## src/rtl/mem_access_ctrl.sv

```systemverilog
// Word-addressed memory controller over four byte banks. Each access walks
// the banks one beat per cycle, then holds the response until it is consumed.
module mem_access_ctrl #(
    parameter int unsigned ADDR_W = 16,
    parameter int unsigned DEPTH  = 16
) (
    input  logic              clk,
    input  logic              rst_n,
    input  logic              req_valid,
    output logic              req_ready,
    input  logic              req_write,
    input  logic [ADDR_W-1:0] req_addr,
    input  logic [31:0]       req_wdata,
    output logic              rsp_valid,
    input  logic              rsp_ready,
    output logic [31:0]       rsp_rdata,
    output logic              rsp_err,
    output logic              busy
);
    localparam int unsigned IDX_W = (DEPTH > 1) ? $clog2(DEPTH) : 1;
    localparam int unsigned CMP_W = ADDR_W + 1;
    localparam int unsigned NBANK = 4;

    typedef enum logic [1:0] {
        IDLE   = 2'd0,
        ACCESS = 2'd1,
        RESP   = 2'd2
    } state_t;

    state_t           state;
    state_t           state_nxt;
    logic [1:0]       beat;
    logic             write_q;
    logic [IDX_W-1:0] idx_q;
    logic [31:0]      wdata_q;
    logic [7:0]       mem [NBANK][DEPTH];
    logic             accept;
    logic             in_range;

    assign req_ready = (state == IDLE);
    assign accept    = req_valid && req_ready;
    assign in_range  = {1'b0, req_addr} < CMP_W'(DEPTH);

    // State register
    always_ff @(posedge clk or negedge rst_n) begin
        if (!rst_n) begin
            state <= IDLE;
        end else begin
            state <= state_nxt;
        end
    end

    // Next-state logic
    always_comb begin
        state_nxt = state;
        case (state)
            IDLE:    if (accept) state_nxt = in_range ? ACCESS : RESP;
            ACCESS:  if (beat == 2'd3) state_nxt = RESP;
            RESP:    if (rsp_ready) state_nxt = IDLE;
            default: state_nxt = IDLE;
        endcase
    end

    // Registered status flags track the state being entered
    always_ff @(posedge clk or negedge rst_n) begin
        if (!rst_n) begin
            rsp_valid <= 1'b0;
            busy      <= 1'b0;
        end else begin
            rsp_valid <= (state_nxt == RESP);
            busy      <= (state_nxt != IDLE);
        end
    end

    // Request capture, beat counter and read-data assembly
    always_ff @(posedge clk or negedge rst_n) begin
        if (!rst_n) begin
            beat      <= 2'd0;
            write_q   <= 1'b0;
            idx_q     <= '0;
            wdata_q   <= 32'd0;
            rsp_rdata <= 32'd0;
            rsp_err   <= 1'b0;
        end else if (accept) begin
            write_q   <= req_write;
            idx_q     <= req_addr[IDX_W-1:0];
            wdata_q   <= req_wdata;
            beat      <= 2'd0;
            rsp_rdata <= 32'd0;
            rsp_err   <= !in_range;
        end else if (state == ACCESS) begin
            beat <= beat + 2'd1;
            if (!write_q) begin
                rsp_rdata[{beat, 3'b000} +: 8] <= mem[beat][idx_q];
            end
        end
    end

    // Byte banks; reset clears every entry, including mid-operation aborts
    always_ff @(posedge clk or negedge rst_n) begin
        if (!rst_n) begin
            for (int b = 0; b < int'(NBANK); b++) begin
                for (int e = 0; e < int'(DEPTH); e++) begin
                    mem[b][e] <= 8'd0;
                end
            end
        end else if (state == ACCESS && write_q) begin
            mem[beat][idx_q] <= wdata_q[{beat, 3'b000} +: 8];
        end
    end

endmodule

```

## config.mk

```make
export PLATFORM = sky130hd
export DESIGN_NAME = mem_access_ctrl
export DESIGN_NICKNAME = d
export VERILOG_FILES = /design/src/rtl/mem_access_ctrl.sv
export SDC_FILE = /design/constraint.sdc
export NUM_CORES = 1
export LEC_CHECK = 0
export ABC_AREA = 1
export CORE_MARGIN = 2
export CORE_UTILIZATION = 30
export CTS_BUF_LIST = sky130_fd_sc_hd__clkbuf_16
export CTS_CLUSTER_SIZE = 8
export DETAILED_ROUTE_END_ITERATION = 6
export GPL_TIMING_DRIVEN = 1
export HOLD_SLACK_MARGIN = 0.15
export PLACE_DENSITY = 0.45
export RECOVER_POWER = 25
export SETUP_SLACK_MARGIN = 0.3
export SKIP_LAST_GASP = 1
export SYNTH_ARGS = -nofsm -noshare
export SYNTH_HDL_FRONTEND = slang
export SYNTH_SLANG_ARGS = --single-unit
```

## constraint.sdc

```tcl
create_clock -name clk -period 5 [get_ports clk]
set_clock_uncertainty 0.05 [all_clocks]
set_input_delay 0.5 -clock clk [delete_from_list [all_inputs] [get_ports clk]]
set_output_delay 0.5 -clock clk [all_outputs]
set_load 0.01 [all_outputs]
```

Yosys cells after proc, flatten, opt, wreduce, memory -nomap -nowiden

Index checks and enable logic that the tools add are counted.

Bits in registers: 588
Latch bits: 0
RAM bits: 0
Bits in read-only memories: 0
Input bits: 53
Output and inout bits: 36
Logic and storage cells: 121
Memories: 0

$add $sub $neg: 2
$mul: 0
Div/mod/pow operators: 0
Order comparisons: 5
Equality and inequality tests: 5
Shifts and indexed selects: 3
Mux-type cells: 22
Bitwise logic cells: 2
Reduce and logical (&&, ||, !) cells: 9

Operators with widths:

| operator                                                               | number |
|---|---|
| 512-bit bitwise mux                                                    | 1 |
| 128-bit two-way mux                                                    | 3 |
| 128-bit binary-select mux with 2-bit select                            | 1 |
| 128-bit demux with 2-bit select                                        | 1 |
| 32-bit two-way mux                                                     | 3 |
| 8-bit binary-select mux with 4-bit select                              | 1 |
| 32-bit bitwise mux                                                     | 1 |
| 8-bit demux with 4-bit select                                          | 1 |
| 8-bit by 7-bit variable shift with 32-bit output, first input constant | 1 |
| 32-bit by 6-bit indexed part select with 8-bit output                  | 1 |
| 8-bit by 7-bit indexed part select with 32-bit output                  | 1 |
| 8-bit two-way mux                                                      | 3 |
| 16-bit by 5-bit < comparator with 1-bit output, second input constant  | 1 |
| 2-bit two-way mux                                                      | 6 |
| 5-bit negator with 7-bit output                                        | 1 |
| 2-bit == test, second input constant                                   | 3 |
| 2-bit one-hot mux with 3 select lines                                  | 1 |
| 5-bit >= comparator, second input constant                             | 1 |
| 5-bit by 1-bit < comparator with 1-bit output, second input constant   | 1 |
| 4-bit inverter with 5-bit output                                       | 1 |
| 1-bit logical AND                                                      | 4 |
| 2-bit nonzero test                                                     | 2 |
| 3-bit >= comparator, second input constant                             | 1 |
| 3-bit by 1-bit < comparator with 1-bit output, second input constant   | 1 |
| 7 further kinds                                                        | 7 |

Depth between registers and ports, before layout

Depth after elaboration: 12
Depth in mapped cells: 15
Depth with buffers taken out: 13

Worst setup path before layout

Ideal clock, no wire load.

Kind: register -> register
From: register beat[1]
To: register mem[488] (netlist bit)
Library setup time: 0.125 ns
Data arrival time: 2.104 ns
Data required time: 4.825 ns
Setup slack: 2.721 ns
Cell stages (with the launch flop): 12
Path buffers: 4
Period minus slack after synthesis: 2.279 ns
Cells stage by stage: dfrtp_1 > inv_2 > buf_2 > buf_2 > ha_1 > clkinv_1 > nor2_4 > buf_4 > nand2_1 > buf_2 > nand2_1 > o21ai_1

Cells in the longest elaborated chain, start to end: 6
Elaborated cells on any way between the ends: 8
Those cells by class: order compare (2); shift (1); mux (3); bitwise (1); reduce/logical (1)

Ends and longest elaborated chain:

| element                                                                                                           | RTL line | RTL |
|---|---|---|
| start: declaration                                                                                                | 32       | `logic [1:0] beat;` |
| start signal: assignment                                                                                          | 92       | `beat <= beat + 2'd1;` |
| 2-bit inverter with 3-bit output (implied by the code)                                                            | 108      | `mem[beat][idx_q] <= wdata_q[{beat, 3'b000} +: 8];` |
| 3-bit >= comparator (implied by the code) / 3-bit by 1-bit < comparator with 1-bit output (equally long branches) | 108      |  |
| 1-bit logical AND (implied by the code)                                                                           | 108      |  |
| 128-bit two-way mux (implied by the code)                                                                         | 108      |  |
| 128-bit demux with 2-bit select                                                                                   | 108      |  |
| 512-bit bitwise mux (*)                                                                                           | 108      |  |
| end signal: indexed assignment                                                                                    | 108      |  |
| end: declaration                                                                                                  | 36       | `logic [7:0] mem [NBANK][DEPTH];` |

Mark *: on every way between the ends. The rest lies on a longest branch, timed or not.
A chain may end at the register's enable or synchronous reset.

Worst setup path in the final report

From: register beat[0]
To: register rsp_rdata[16]

Cells in the longest elaborated chain, start to end: 12
Elaborated cells on any way between the ends: 14
Those cells by class: add/sub (1); shift (2); mux (10); bitwise (1)

Ends and longest elaborated chain:

| element                                                | RTL line | RTL |
|---|---|---|
| 2-bit inverter with 3-bit output (implied by the code) | 94       | `rsp_rdata[{beat, 3'b000} +: 8] <= mem[beat][idx_q];` |
| 128-bit binary-select mux with 2-bit select            | 94       |  |
| 128-bit two-way mux (implied by the code) (2 in a row) | 94       |  |
| 8-bit binary-select mux with 4-bit select              | 94       |  |
| 8-bit two-way mux (implied by the code) (2 in a row)   | 94       |  |
| 8-bit by 7-bit indexed part select with 32-bit output  | 94       |  |
| 32-bit bitwise mux (*)                                 | 94       |  |
| 32-bit two-way mux (*)                                 | 93       | `if (!write_q) begin` |
| 32-bit two-way mux (*)                                 | 91       | `end else if (state == ACCESS) begin` |
| 32-bit two-way mux (*)                                 | 84       | `end else if (accept) begin` |
| end signal: indexed assignment                         | 94       |  |
| end: declaration                                       | 16       | `output logic [31:0] rsp_rdata,` |

Mark *: on every way between the ends. The rest lies on a longest branch, timed or not. The select of a mux whose other input is x is not followed.

==> parameters.txt <==
Parameter                              Value

Global route
  Global-route wire length before repair ... ~140000 um
  M3 GR Usage ... 0.0267
  Overall fraction of global-route tracks in use ... 0.189
  Maximum number of pins on one net before global-route repair ... between 100 and 150
  Vias in the first global route ... 23.3k
  Met1 track utilization from global routing ... 0.269
  Global-route track usage on met2 ... 0.303
  Initial antenna violation count ... 1
  Total congestion overflow after global routing ... 0
  Most heavily used metal layer in global routing ... met2

Timing
  Final worst path period share ... 0.699
  RSZ-0062 raised after global routing ... false
  Post-route setup slack ... about 1.5 ns
  Final Max Slew Viols ... approximately 140
  Max Fclk ... ~290 MHz
  Number of setup violations in the final report ... 0
  Worst Max-Slew Pin Slew ... approximately 2.8 ns
  Worst rel slew slack ... -0.877
  Minimum clock period ... between 3 and 4 ns
  Accumulated negative setup slack ... 0 ns
  Hold Worst Slack ... ~0.35 ns
  Hold Vio Cnt, Final ... 0

Place
  # placed instances ... 5016
  Last weighted congestion value of the routability-driven placer ... 0.776
  Post-place setup slack ... 1.50 ns
  Placed standard-cell area ... 0.0303 mm^2
  HPWL reported at the end of detailed placement ... 54400 um
  Total of buffers placed on input and output ports ... 88

Logic synthesis
  Flops & latches, synth ... a little under 600
  Number of distinct standard cells referenced by the synthesized netlist ... 27
  Fraction of synthesized cell area taken by the top area cell type ... 0.516
  Area contributors post-synth ... dfrtp_1, nand2_1, o21ai_1, inv_1, nand3_1
  Post-synthesis cell count ... 3845
  Library cell with the largest summed area after synthesis ... dfrtp_1
  Async set-reset flop share out of synthesis ... 1.00
  EDFF count, synth ... 0
  Total number of yosys warnings ... 0
  Seq/Total Area, Yosys ... 0.516
  Number of nets produced by synthesis ... 3904
  Post-synth top flop ... dfrtp_1
  Syn Std Cell Area ... ~0.028 mm^2
  Syn avg cell area ... between 7 and 8 um^2

Final layout
  Seq. cell area ... about 0.015 mm^2
  Post-layout nets ... about 4k
  Share of post-route cells with drive strength above 1 ... 0.0442
  Commonest cells after routing, fill and taps aside ... nand2_1, dfrtp_1, o21ai_1, inv_1, nand3_1
  Area used by multi-input combinational logic ... about 0.011 mm^2
  Diodes inserted ... 0
  Synthesis-to-finish area growth ... 14.2%
  Leading cell type in the layout, fill and taps excluded ... nand2_1
  Count of non-filler cells in the finished layout ... 5111
  Fill cells ... slightly above 10k
  Finished Cell Area ... 0.0326 mm^2

Floorplan
  Chip Width ... about 310 um
  Area of the core region ... 0.0946 mm^2
  Die Y ... around 310 um
  Initial core utilization ... 0.301
  Total I/O pin count ... 89
  Die area ... approximately 0.1 mm^2
  Placement row count ... 113

Status
  Failing checks ... max-capacitance violations, max-slew violations
  Result of the run ... finished, violations left

Detailed routing
  Antenna-violating nets left ... 0
  Per-cell routed wire length ... approximately 18 um
  Drc violations ... 0
  Detailed-route wire length ... slightly above 90000 um
  DRT iter0 DRCs ... 1853
  First-pass detailed-route iteration total ... 6
  Vias per cell ... approximately 4.6
  Routed vias ... between 20k and 25k

Critical path
  Path depth of the worst reg2reg path ... 13
  Path type of the worst setup path ... flip-flop to flip-flop
  Max FO, Critical Path ... roughly 100
  Endpoint class of the critical path ... flip-flop
  Launching element type of the critical path ... flip-flop
  Flop-to-flop setup slack ... between 1.5 and 2 ns
  Arrival time at the worst endpoint ... 3.95 ns
  Required time at the worst-slack endpoint ... 5.45 ns
  Critical register-to-register path startpoint ... beat[0]$_DFFE_PN0P_
  Worst r2r dst ... rsp_rdata[16]$_DFFE_PN0P_

Power and ir drop
  LEAKAGE ... roughly 16 nW
  Total power divided by cell area ... 338 mW/mm^2
  Max rail drop VDD ... 0.248 mV

Clock network
  Number of buffers added by the clock tree synthesis step ... 83
  Insertion delay of the later-clocked pin in the worst-skew pair ... 0.64 ns
  Total number of clock tree sinks ... around 590
  Post-cts resize count ... 0
  CTS root buffer ... clkbuf_16
  Clock transition time at the flip-flop clock pins of the worst setup and hold paths ... approximately 0.05 ns
  H-tree levels ... 3
  Number of buffers on the longest clock path ... 3
  TritonCTS clock tree ... yes

Hold path
  Path type of the worst min-delay path ... input pin to flip-flop
  Worst Hold Path Cells ... 3
  Endpoint of the worst hold-timing path ... wdata_q[11]$_DFFE_PN0P_
  Critical hold path startpoint ... req_wdata[11]

Job
  Number of max-cap violations ... 2
-- through the flow --
stage / power, mW / utilization
after CTS: 11.2 / 0.344
after global placement: 6.01 / 0.321
after detailed placement: 6.00 / 0.321
after global routing: 11.5 / 0.344
after floorplan: 5.44 / -
final: 11.0 / 0.344
-- area by class of cell --
| type | count | share of cell area |
|---|---|---|
| clock buffers | 86 | 0.0661 |
| clock inverters | 8 | 0.00223 |
| inverters | 399 | 0.0464 |
| multi-input cells | 2633 | 0.344 |
| flip-flops and latches | 588 | 0.452 |
| well taps | 1265 | 0.0486 |
| repair buffers | 132 | 0.0402 |
-- cells by family (layout without fill, tap and decap cells) --
| kind of cell | Yosys count | count (layout) | synth area share |
|---|---|---|---|
| AO/OA/AOI/OAI | 566 | 566 | 0.106 |
| adder cells (fa/ha/maj) | 6 | 6 | 0.00263 |
| buffers and inverters | 624 | 625 | 0.0904 |
| flip-flops | 588 | 588 | 0.516 |
| AND/OR/NAND/NOR | 2061 | 2061 | 0.284 |
-- report_power, final --
part,switching (mW),total (mW),internal (mW)
combinational,0.845,1.02,0.177
sequential,0.0423,4.88,4.83
clock,2.10,5.12,3.01
total,2.99,11.0,8.02
-- synth_stat cells, drive strengths merged (6+ instances only) --
cell / instances
nand4: 17
nand3: 186
clkbuf: 51
buf: 174
ha: 6
a32oi: 8
dfrtp: 588
nand2: 1729
nor2: 121
a21oi: 12
o21ai: 544
inv: 398
-- registers in the layout (all words and copies together) (netlist names) --
name / count
write_q: 1
mem: 512
rsp_err: 1
rsp_rdata: 32
wdata_q: 32
rsp_valid: 1
busy: 1
beat: 2
state: 2
idx_q: 4
-- how the worst max path moves through the flow --
stage	cells past startpoint	to	startpoint
floorplan	11	mem[488]$_DFFE_PN0P_	beat[1]$_DFFE_PN0P_
global placement	13	rsp_rdata[24]$_DFFE_PN0P_	beat[0]$_DFFE_PN0P_
detailed placement	13	rsp_rdata[8]$_DFFE_PN0P_	beat[0]$_DFFE_PN0P_
CTS	7	mem[453]$_DFFE_PN0P_	beat[0]$_DFFE_PN0P_
global route	3	mem[131]$_DFFE_PN0P_	rst_n
finish	13	rsp_rdata[16]$_DFFE_PN0P_	beat[0]$_DFFE_PN0P_
-- timing repair --
item                                   CTS  global route
endpoints found under the hold margin   87             0
setup buffers                            0             0
hold buffers                             1             0
-- metal layers --
| layer | part of all wire | routed length (um) | up-vias |
|---|---|---|---|
| met5 | 0 | 0 | - |
| met4 | 0.020 | 1770 | 0 |
| li1 | - | - | 11800 |
| met1 | 0.48 | 43700 | 11300 |
| met2 | 0.46 | 41800 | 399 |
| met3 | 0.036 | 3260 | 111 |
-- critical path, cell delays in order (launching register included) --
cell,delay (ns)
dfrtp_4,0.72
inv_8,0.55
buf_4,0.51
nand2_1,0.12
nand3_1,0.10
nand2_1,0.08
nand2_1,0.08
nand2_1,0.09
nor2_1,0.32
nor2_1,0.09
nor2_1,0.13
nand2_1,0.20
nand2_1,0.12
o21ai_1,0.06
(Power assumes the default switching activity.)
